## src/rtl/cpu_defs.sv

```systemverilog
// Shared instruction-format definitions for the 16-bit core.
// Used by the fetch, decode and hazard stages.
package cpu_defs;

  localparam int unsigned ISA_INSTR_W = 16;
  localparam int unsigned OPC_W       = 4;
  localparam int unsigned REG_ADDR_W  = 3;

  localparam logic [ISA_INSTR_W-1:0] NOP = 16'h0000;

  localparam int unsigned OPC_MSB = 15;
  localparam int unsigned OPC_LSB = 12;
  localparam int unsigned RS_MSB  = 11;
  localparam int unsigned RS_LSB  = 9;
  localparam int unsigned RT_MSB  = 8;
  localparam int unsigned RT_LSB  = 6;
  localparam int unsigned RD_MSB  = 5;
  localparam int unsigned RD_LSB  = 3;

endpackage

```

## src/rtl/fetch_stage_if.sv

```systemverilog
// Instruction-memory bus between the fetch stage and a combinational-read imem.
interface fetch_stage_if #(
  parameter int unsigned PC_W    = 8,
  parameter int unsigned INSTR_W = 16
);
  logic [PC_W-1:0]    imem_addr;
  logic [INSTR_W-1:0] imem_rdata;

  modport master (output imem_addr, input  imem_rdata);
  modport slave  (input  imem_addr, output imem_rdata);
endinterface

```

## src/rtl/sat_counter.sv

```systemverilog
// Saturating event counter: counts inc_i cycles, sticks at all-ones.
module sat_counter #(
  parameter int unsigned WIDTH = 16
) (
  input  logic             clk,
  input  logic             rst,
  input  logic             inc_i,
  output logic [WIDTH-1:0] count_o
);

  logic [WIDTH-1:0] count_q, count_d;

  always_comb begin
    count_d = count_q;
    if (inc_i && (count_q != '1)) begin
      count_d = count_q + WIDTH'(1);
    end
  end

  always_ff @(posedge clk) begin
    if (rst) count_q <= '0;
    else     count_q <= count_d;
  end

  assign count_o = count_q;

endmodule

```

## src/rtl/fetch_stage.sv

```systemverilog
// Instruction fetch: owns the PC, drives imem and holds the IF/ID register.
// Redirect beats stall beats advance; debug counters track stalls and flushes.
module fetch_stage
  import cpu_defs::*;
#(
  parameter int unsigned PC_W     = 8,
  parameter int unsigned INSTR_W  = 16,
  parameter int unsigned RESET_PC = 0,
  parameter int unsigned CNT_W    = 16
) (
  input  logic                  clk,
  input  logic                  rst,
  input  logic                  stall_i,
  input  logic                  branch_taken_i,
  input  logic [PC_W-1:0]       branch_target_i,
  fetch_stage_if.master         imem,
  output logic [INSTR_W-1:0]    if_id_instr_o,
  output logic [PC_W-1:0]       if_id_pc_o,
  output logic                  if_id_valid_o,
  output logic [OPC_W-1:0]      opcode_id_o,
  output logic [REG_ADDR_W-1:0] rs_id_o,
  output logic [REG_ADDR_W-1:0] rt_id_o,
  output logic [REG_ADDR_W-1:0] rd_id_o,
  output logic [CNT_W-1:0]      stall_count_o,
  output logic [CNT_W-1:0]      flush_count_o
);

  logic [PC_W-1:0]    pc_q, pc_d;
  logic [INSTR_W-1:0] instr_q, instr_d;
  logic [PC_W-1:0]    ifpc_q, ifpc_d;
  logic               valid_q, valid_d;
  logic               stall_inc, flush_inc;

  // A stall that coincides with a redirect is not a held cycle.
  assign flush_inc = branch_taken_i;
  assign stall_inc = stall_i & ~branch_taken_i;

  always_comb begin
    pc_d    = pc_q;
    instr_d = instr_q;
    ifpc_d  = ifpc_q;
    valid_d = valid_q;
    if (branch_taken_i) begin
      pc_d    = branch_target_i;
      instr_d = INSTR_W'(NOP);
      ifpc_d  = '0;
      valid_d = 1'b0;
    end else if (!stall_i) begin
      pc_d    = pc_q + PC_W'(1);
      instr_d = imem.imem_rdata;
      ifpc_d  = pc_q;
      valid_d = 1'b1;
    end
  end

  always_ff @(posedge clk) begin
    if (rst) begin
      pc_q    <= PC_W'(RESET_PC);
      instr_q <= INSTR_W'(NOP);
      ifpc_q  <= '0;
      valid_q <= 1'b0;
    end else begin
      pc_q    <= pc_d;
      instr_q <= instr_d;
      ifpc_q  <= ifpc_d;
      valid_q <= valid_d;
    end
  end

  sat_counter #(.WIDTH(CNT_W)) u_stall_cnt (
    .clk     (clk),
    .rst     (rst),
    .inc_i   (stall_inc),
    .count_o (stall_count_o)
  );

  sat_counter #(.WIDTH(CNT_W)) u_flush_cnt (
    .clk     (clk),
    .rst     (rst),
    .inc_i   (flush_inc),
    .count_o (flush_count_o)
  );

  assign imem.imem_addr = pc_q;
  assign if_id_instr_o  = instr_q;
  assign if_id_pc_o     = ifpc_q;
  assign if_id_valid_o  = valid_q;

  // Bubbles hold NOP, so decoded register fields read as zero.
  assign opcode_id_o = instr_q[OPC_MSB:OPC_LSB];
  assign rs_id_o     = instr_q[RS_MSB:RS_LSB];
  assign rt_id_o     = instr_q[RT_MSB:RT_LSB];
  assign rd_id_o     = instr_q[RD_MSB:RD_LSB];

endmodule

```

## src/flat_wrapper.sv

```systemverilog
// flat-port wrapper written by rule: the top's interface ports become plain ports
module fetch_stage_flat import cpu_defs::*;
#(
  parameter int unsigned PC_W     = 8,
  parameter int unsigned INSTR_W  = 16,
  parameter int unsigned RESET_PC = 0,
  parameter int unsigned CNT_W    = 16
)
  (clk, rst, stall_i, branch_taken_i, branch_target_i, if_id_instr_o, if_id_pc_o, if_id_valid_o, opcode_id_o, rs_id_o, rt_id_o, rd_id_o, stall_count_o, flush_count_o, imem_imem_addr, imem_imem_rdata);
  fetch_stage_if #(.PC_W(PC_W), .INSTR_W(INSTR_W)) imem_i ();
  input  logic clk;
  input  logic rst;
  input  logic stall_i;
  input  logic branch_taken_i;
  input  logic [PC_W-1:0] branch_target_i;
  output logic [INSTR_W-1:0] if_id_instr_o;
  output logic [PC_W-1:0] if_id_pc_o;
  output logic if_id_valid_o;
  output logic [OPC_W-1:0] opcode_id_o;
  output logic [REG_ADDR_W-1:0] rs_id_o;
  output logic [REG_ADDR_W-1:0] rt_id_o;
  output logic [REG_ADDR_W-1:0] rd_id_o;
  output logic [CNT_W-1:0] stall_count_o;
  output logic [CNT_W-1:0] flush_count_o;
  output wire logic [$bits(imem_i.imem_addr)-1:0] imem_imem_addr;
  input wire logic [$bits(imem_i.imem_rdata)-1:0] imem_imem_rdata;
  assign imem_imem_addr = imem_i.imem_addr;
  assign imem_i.imem_rdata = imem_imem_rdata;
  fetch_stage #(.PC_W(PC_W), .INSTR_W(INSTR_W), .RESET_PC(RESET_PC), .CNT_W(CNT_W)) u_core (.clk(clk), .rst(rst), .stall_i(stall_i), .branch_taken_i(branch_taken_i), .branch_target_i(branch_target_i), .imem(imem_i), .if_id_instr_o(if_id_instr_o), .if_id_pc_o(if_id_pc_o), .if_id_valid_o(if_id_valid_o), .opcode_id_o(opcode_id_o), .rs_id_o(rs_id_o), .rt_id_o(rt_id_o), .rd_id_o(rd_id_o), .stall_count_o(stall_count_o), .flush_count_o(flush_count_o));
endmodule
```

## config.mk

```make
export PLATFORM = sky130hd
export DESIGN_NAME = fetch_stage_flat
export DESIGN_NICKNAME = d
export VERILOG_FILES = /design/src/rtl/cpu_defs.sv /design/src/rtl/fetch_stage_if.sv /design/src/rtl/sat_counter.sv /design/src/rtl/fetch_stage.sv /design/src/flat_wrapper.sv
export SDC_FILE = /design/constraint.sdc
export NUM_CORES = 1
export LEC_CHECK = 0
export CAP_MARGIN = 20
export CELL_PAD_IN_SITES_DETAIL_PLACEMENT = 1
export CELL_PAD_IN_SITES_GLOBAL_PLACEMENT = 1
export CORE_UTILIZATION = 36
export CTS_BUF_LIST = sky130_fd_sc_hd__clkbuf_4 sky130_fd_sc_hd__clkbuf_8 sky130_fd_sc_hd__clkbuf_16
export CTS_CLUSTER_DIAMETER = 60
export DETAILED_ROUTE_END_ITERATION = 16
export PLACE_DENSITY = 0.89
export SYNTH_ARGS = -nofsm -noshare
export SYNTH_HDL_FRONTEND = slang
export SYNTH_HIERARCHICAL = 1
export SYNTH_SLANG_ARGS = --single-unit
export TNS_END_PERCENT = 50
```

## constraint.sdc

```tcl
create_clock -name clk -period 6.5 [get_ports clk]
set_clock_uncertainty 0.15 [all_clocks]
set_input_delay 1.3 -clock clk [delete_from_list [all_inputs] [get_ports clk]]
set_output_delay 1.3 -clock clk [all_outputs]
set_load 0.01 [all_outputs]
```

* Yosys cells after proc, flatten, opt, wreduce, memory -nomap -nowiden
Index checks and enable logic that the tools add are counted.
Word-level totals: flip-flop bits (word level) 65, input bits 28, output and inout bits 78, word-level logic and storage cells 19
Cells by class: add/sub/neg operators 3, eq/ne operators 3, multiplexer cells 2, bitwise gates (word level) 2, reduce and logical (&&, ||, !) cells 3
Operators by type and width (number):
- $add 16x1->16 const B | 2
- $ne 16x16->1 const B | 2
- $mux 8 | 2
- $add 8x1->8 const B | 1
- $logic_and 1x1->1 | 2
- $ne 2x1->1 const B | 1
- $reduce_or 2->1 | 1
- $and 1x1->1 | 1
- $not 1->1 | 1

* Depth between registers and ports, before layout
Gate-level depths: netlist of run 1.
depth in word-level cells 3, depth in mapped cells 7, depth with buffers taken out 5

* Hierarchy
The synthesis of run 1 kept the hierarchy.
By module, submodules not included:
- sat_counter | times used 2, cells an instance 99, area an instance 848.3 µm², sequential area each 320.3 µm²
- fetch_stage | times used 1, cells an instance 147, area an instance 1408.9 µm², sequential area each 660.6 µm²

* Least setup slack after synthesis of run 1
Ideal clock, no wire load.
kind input -> register, start point input port stall_i, end point register u_core.u_stall_cnt.count_q[7] (netlist: u_core/u_stall_cnt/count_o[7]), setup time 0.070 ns, arrival 2.920 ns, required time 6.280 ns, path slack 3.359 ns, stages 7, buffers on the path 3, path through buf_4 -> buf_2 -> nor2b_1 -> nand2_1 -> clkbuf_1 -> or4_1 -> a21oi_1
Between the ends: longest elaborated chain between the ends 2
RTL lines:
- start: declaration | line flat_wrapper.sv:13 | input logic stall_i;
- $and 1x1->1 | line fetch_stage.sv:36 | assign stall_inc = stall_i & ~branch_taken_i;
- via u_core.stall_inc | line fetch_stage.sv:32 | logic stall_inc, flush_inc;
- $logic_and 1x1->1 | line sat_counter.sv:15 | if (inc_i && (count_q != '1)) begin
- end signal: assignment | line sat_counter.sv:22 | else count_q <= count_d;
- end: declaration | line sat_counter.sv:11 | logic [WIDTH-1:0] count_q, count_d;
The timed path passes the listed nets, and every way through them passes these cells. A chain may end at the register's enable or synchronous reset.

* Worst setup path after layout of run 1
start point input port branch_taken_i, end point register u_core.u_stall_cnt.count_q[11] (netlist: u_core/u_stall_cnt/count_o[11])
Between the ends: longest elaborated chain between the ends 3
RTL lines:
- start: declaration | line flat_wrapper.sv:14 | input logic branch_taken_i;
- $not 1->1 | line fetch_stage.sv:36
- $and 1x1->1 | line fetch_stage.sv:36
- via u_core.stall_inc | line fetch_stage.sv:32
- $logic_and 1x1->1 | line sat_counter.sv:15
The timed path passes the listed nets, and every way through them passes these cells.

==> results of run 1 <==
sequential cells by signal (all words and copies together), names as in the netlist:
register / cells
u_core/u_flush_cnt/count_o: 16
u_core/imem.imem_addr: 8
u_core/if_id_pc_o: 8
u_core/if_id_instr_o: 16
u_core/u_stall_cnt/count_o: 16
u_core/if_id_valid_o: 1
synth_stat cells (3+ instances only):
| master | n | area (sq um) |
|---|---|---|
| dfxtp_1 | 65 | 1300 |
| nor2_1 | 40 | 150 |
| mux2i_1 | 26 | 260 |
| a21oi_1 | 23 | 115 |
| nand2_1 | 18 | 67.6 |
| buf_4 | 14 | 105 |
| or4_1 | 14 | 105 |
| nand3_1 | 13 | 65.1 |
| o31ai_1 | 12 | 90.1 |
| o21ai_0 | 10 | 50.1 |
| inv_1 | 9 | 33.8 |
| nor3_1 | 9 | 45.0 |
| buf_2 | 7 | 35.0 |
| nand4_1 | 7 | 43.8 |
| or3_1 | 7 | 43.8 |
| and4_1 | 6 | 52.6 |
| clkbuf_1 | 6 | 22.5 |
| nor2b_1 | 5 | 31.3 |
| xnor2_1 | 5 | 43.8 |
| nor4_1 | 4 | 25.0 |
| ha_1 | 3 | 37.5 |
| mux2_2 | 3 | 33.8 |
| or2_2 | 3 | 18.8 |
critical path, stage by stage:
cell	delay, ps
clkdlybuf4s50_1	650
nor2b_1	470
nand2_1	350
nor4bb_1	370
mux2_2	370
metal layers:
metal  vias to the layer above  GRT usage, %  wire length, um
met5                         -             0                0
met4                         0          7.95              142
met3                        12          3.30              276
met2                        62          39.5             4820
met1                      1455          23.8             3830
li1                       1430             -                -
final cells by class:
type | count | area (sq um) | area share (%)
inverter | 9 | 33.8 | 0.779
clock inverter | 2 | 35.0 | 0.808
clock buffer | 14 | 180 | 4.16
multi-input combinational | 242 | 1600 | 36.9
sequential | 65 | 1300 | 30.0
tap | 105 | 131 | 3.03
timing repair buffer | 106 | 1050 | 24.3
per-stage QoR:
| stage | hold slack, ps | area (sq um) | std cells | util (%) |
|---|---|---|---|---|
| after CTS | 322 | 4340 | 543 | 52.2 |
| final | 316 | 4340 | 543 | 52.2 |
| after detailed placement | 310 | 4120 | 527 | 49.6 |
| after floorplan | 324 | 3110 | 345 | - |
| after global routing | 340 | 4340 | 543 | 52.2 |
| after global placement | 287 | 4120 | 527 | 49.6 |
logic make-up after synthesis:
| family | count (synthesis) | synth area share, % |
|---|---|---|
| adders and majority gates | 3 | 1.21 |
| DFF | 65 | 41.9 |
| xor gates and xnor gates | 7 | 1.97 |
| AOI/OAI and AO/OA | 60 | 12.2 |
| muxes | 29 | 9.47 |
| buffers and inverters | 38 | 6.57 |
| and+or+nand+nor | 143 | 26.7 |
worst max path at each step:
stage,start,slack (ps),depth (start not counted),to
global placement,stall_i,2790,5,u_core/u_stall_cnt/count_o[11]
floorplan,stall_i,3360,7,u_core/u_stall_cnt/count_o[7]
detailed placement,branch_taken_i,2750,5,u_core/u_stall_cnt/count_o[11]
finish,branch_taken_i,3080,5,u_core/u_stall_cnt/count_o[11]
global route,branch_taken_i,2900,5,u_core/u_stall_cnt/count_o[11]
CTS,stall_i,3110,5,u_core/u_stall_cnt/count_o[11]
power by group:
part / switching (mW) / internal, mW
logic: 0.0380 / 0.0485
clock network: 0.155 / 0.217
registers: 0.0113 / 0.408
total: 0.204 / 0.673
==> results_dict.tcl, run 1 <==
set metrics [dict create \
    max_freq_mhz 292 \
    antenna_found_initial 0 \
    ctsResizeCount 0 \
    drive_above_1_share_pct 6.85 \
    synth_cells 345 \
    cp-end-kind "flop" \
    ant_nets 0 \
    die_x_um 94.9 \
    final_common_cell "clkdlybuf4s50_1" \
    vias 2959 \
    ios 106 \
    post-cts-setup-buffer-count 0 \
    cts.clk_slew.worst_paths_ps 70 \
    grt_pass1_vias 2922 \
    synthArstFlopShare_pct 0 \
    r2r-end "u_core/u_flush_cnt/count_o[11]" \
    cts_buffer_depth 2 \
    row_count 33 \
    fin_crit_sh_pct 52.6 \
    ys_seq_area_share_pct 41.9 \
    synth_fp_nets 376 \
    wl_per_cell_um 16.7 \
    grt_usage_pct 21.1 \
    grt_first_pass_wirelength_mm 14.6 \
    r2r_setup_slack_ps 4280 \
    synth.ff_latch_count 65 \
    cts_inserted_buffers 9 \
    clock_latency_ps 340 \
    finalPower_mw 0.878 \
    p_leak_nw 1.53 \
    cts_hold_buf 0 \
    cts_num_sinks 65 \
    gp_congestion 0.803 \
    drt-initial-drc-count 47 \
    die_y_um 94.9 \
    setup_tns_ps 0 \
    die-area_sq_mm 0.00900 \
    io_buffers 105 \
    avgSynthCellArea_sq_um 9.00 \
    num-fill-cells 963 \
    period_minus_slack_ps 3420 \
    tightest_slew_ps 849 \
    finalHoldViolCount 0 \
    area_growth_pct 39.6 \
    setup_viol_count_final 0 \
    holdPathStages 2 \
    min_from "u_core/if_id_valid_o" \
    status "finished clean" \
    core_area_sq_mm 0.00830 \
    cts_max_level 3 \
    power.density_mw_per_mm2 202 \
    rsz0062_at_grt "no" \
    fin_nets 464 \
    start_kind "input port" \
    crit_fanout 15 \
    hold_end "u_core/if_id_valid_o" \
    final_max_slew_viol_count 0 \
    cts-root-buf "clkbuf_8" \
    cts_tree "yes" \
    initial_utilization_pct 37.4 \
    wirelength_mm 9.06 \
    arrival_ps 3510 \
    cp.required_ps 6580 \
    drv_cap 0 \
    pre_cts_ws_ps 2750 \
    drc 0 \
    gr-total-overflow 0 \
    antenna_cells 0 \
    grt_max_degree 45 \
    reg2reg_from "u_core/u_flush_cnt/count_o[0]" \
    reg2reg_depth 5 \
    synth_area_sq_mm 0.00311 \
    synth.distinct_cells 44 \
    ys_warn_count 6 \
    synth-edff-count 0 \
    layout_common_cells "clkdlybuf4s50_1, dfxtp_1, nor2_1" \
    fin_ws_ps 3080 \
    worstSetupPathType "input port to flop" \
    first_pass_iters 4 \
    routed_via_density 5.45 \
    worstHoldPathType "flop to flop" \
    dp_hpwl_mm 6.39 \
    vdd_ir_drop_max_mv 0.0872 \
    ys.flop_type "dfxtp_1" \
    maxSlewHeadroom_pct 43.0 \
]
(Power assumes the default switching activity.)
==> inputs of run 2 (changes only) <==
- CORE_UTILIZATION: 36 -> 33
- PLACE_DENSITY: 0.89 -> 0.82
- clock period: 6.5 -> 3.45 ns (I/O delays scaled with it)
==> run 2 against run 1 <==
Effect of this change:
- hold slack got worse by 3.4 ps
- utilization fell by 4.6 points
- combinational power is 92% higher
- via count rose by 0.17%
- critical path depth increased by 1
- die area is 8.9% higher
- sequential power is 88% higher
- routed wire length is 1.4% higher
- critical path type unchanged
- critical endpoint unchanged
==> results_dict.tcl, run 2 (synthesized netlist as in run 1, its figures left out) <==
set metrics [dict create \
    cp_num_cells 6 \
    tightest_slew_ps 841 \
    worstPathCellList "clkdlybuf4s50_1 > nor2b_1 > buf_4 > nand2_1 > nor4bb_1 > mux2_2" \
    cts_inserted_buffers 9 \
    vdd_ir_drop_max_mv 0.183 \
    antenna_cells 0 \
    placed_cell_area_sq_mm 0.00415 \
    fin_crit_sh_pct 67.6 \
    finalHoldViolCount 0 \
    status "finished clean" \
    wl_per_cell_um 16.6 \
    drc 0 \
    cts.clk_slew.worst_paths_ps 70 \
    setup_viol_count_final 0 \
    area_growth_pct 40.9 \
    reg2reg_from "u_core/u_flush_cnt/count_o[0]" \
    cts-root-buf "clkbuf_8" \
    grt_pass1_vias 3073 \
    die_x_um 99.0 \
    finalPower_mw 1.69 \
    grt_usage_pct 19.7 \
    io_buffers 105 \
    period_minus_slack_ps 2330 \
    rsz0062_at_grt "no" \
    grt_max_degree 44 \
    crit_buf_inv 2 \
    drt-initial-drc-count 89 \
    first_pass_iters 4 \
    postLayoutCoreUtil_pct 47.6 \
    row_count 35 \
    cts_buffer_depth 2 \
    num-fill-cells 1076 \
    power.density_mw_per_mm2 385 \
    final_common_cell "clkdlybuf4s50_1" \
    grt_first_pass_wirelength_mm 15.2 \
    drive_above_1_share_pct 7.48 \
    worstHoldPathType "flop to flop" \
    setup_tns_ps 0 \
    cp-end-kind "flop" \
    fin_nets 467 \
    post-cts-setup-buffer-count 0 \
    routed_via_density 5.37 \
    max_freq_mhz 429 \
    cts_tree "yes" \
    worstSetupPathType "input port to flop" \
    crit_start "branch_taken_i" \
    dp.cells 536 \
    dp_hpwl_mm 6.49 \
    cts_num_sinks 65 \
    final_max_slew_viol_count 0 \
    p_leak_nw 1.54 \
    start_kind "input port" \
    instances_no_fill 552 \
    cts_max_level 3 \
    holdPathStages 2 \
    fin_ws_ps 1120 \
    holdWs_ps 312 \
    layout_common_cells "clkdlybuf4s50_1, dfxtp_1, nor2_1" \
    crit_fanout 11 \
    min_from "u_core/if_id_valid_o" \
    cts_hold_buf 0 \
    die-area_sq_mm 0.00980 \
    vias 2964 \
    critPathMaxStageDelay_ps 450 \
    die_y_um 99.0 \
    wirelength_mm 9.19 \
    gp_congestion 0.800 \
    gr-total-overflow 0 \
    cpLargestDelayFamily "simple AND/OR/NAND/NOR gates" \
    drv_cap 0 \
    ios 106 \
    maxSlewHeadroom_pct 43.5 \
    antenna_found_initial 0 \
    initial_utilization_pct 33.8 \
    finalInstanceArea_sq_mm 0.00438 \
    ant_nets 0 \
    ctsResizeCount 0 \
    clock_latency_ps 340 \
    reg2reg_depth 5 \
    cp.required_ps 3530 \
    arrival_ps 2410 \
    pre_cts_ws_ps 756 \
    core_area_sq_mm 0.00920 \
    cp_slowest_cell "clkdlybuf4s50_1" \
]
## run 2: worst paths after layout
| check | to | slack, ps |
|---|---|---|
| setup / recovery | u_core/u_stall_cnt/count_o[11] | 1120 |
| hold / removal | u_core/if_id_valid_o | 310 |
| setup reg to reg | u_core/u_flush_cnt/count_o[11] | 1220 |
| hold reg to reg | u_core/if_id_valid_o | 310 |
## run 2: worst min-delay path: stages (launching register included)
cell,delay (ps)
dfxtp_1,310
inv_1,50
a21oi_1,50
## run 2: metal layers
metal  global-route usage (%)  vias up  routed length, um
met5                        0        -                  0
met4                     7.23        0                118
met3                     3.76        9                376
met2                     35.8       84               4700
met1                     23.0     1435               4000
li1                         -     1436                  -
## run 2: area by class of cell
class	count	area, sq um	area share [%]
multi-input cells	242	1600	36.6
flip-flops and latches	65	1300	29.7
repair buffers	109	1080	24.6
well taps	111	139	3.17
clock buffers	9	124	2.83
clock inverters	7	103	2.34
inverters	9	33.8	0.772
## run 2: power breakdown
group          switching (mW)  total [mW]  internal [mW]
clock                   0.318       0.731          0.413
combinational          0.0724       0.166         0.0933
sequential             0.0211       0.789          0.768
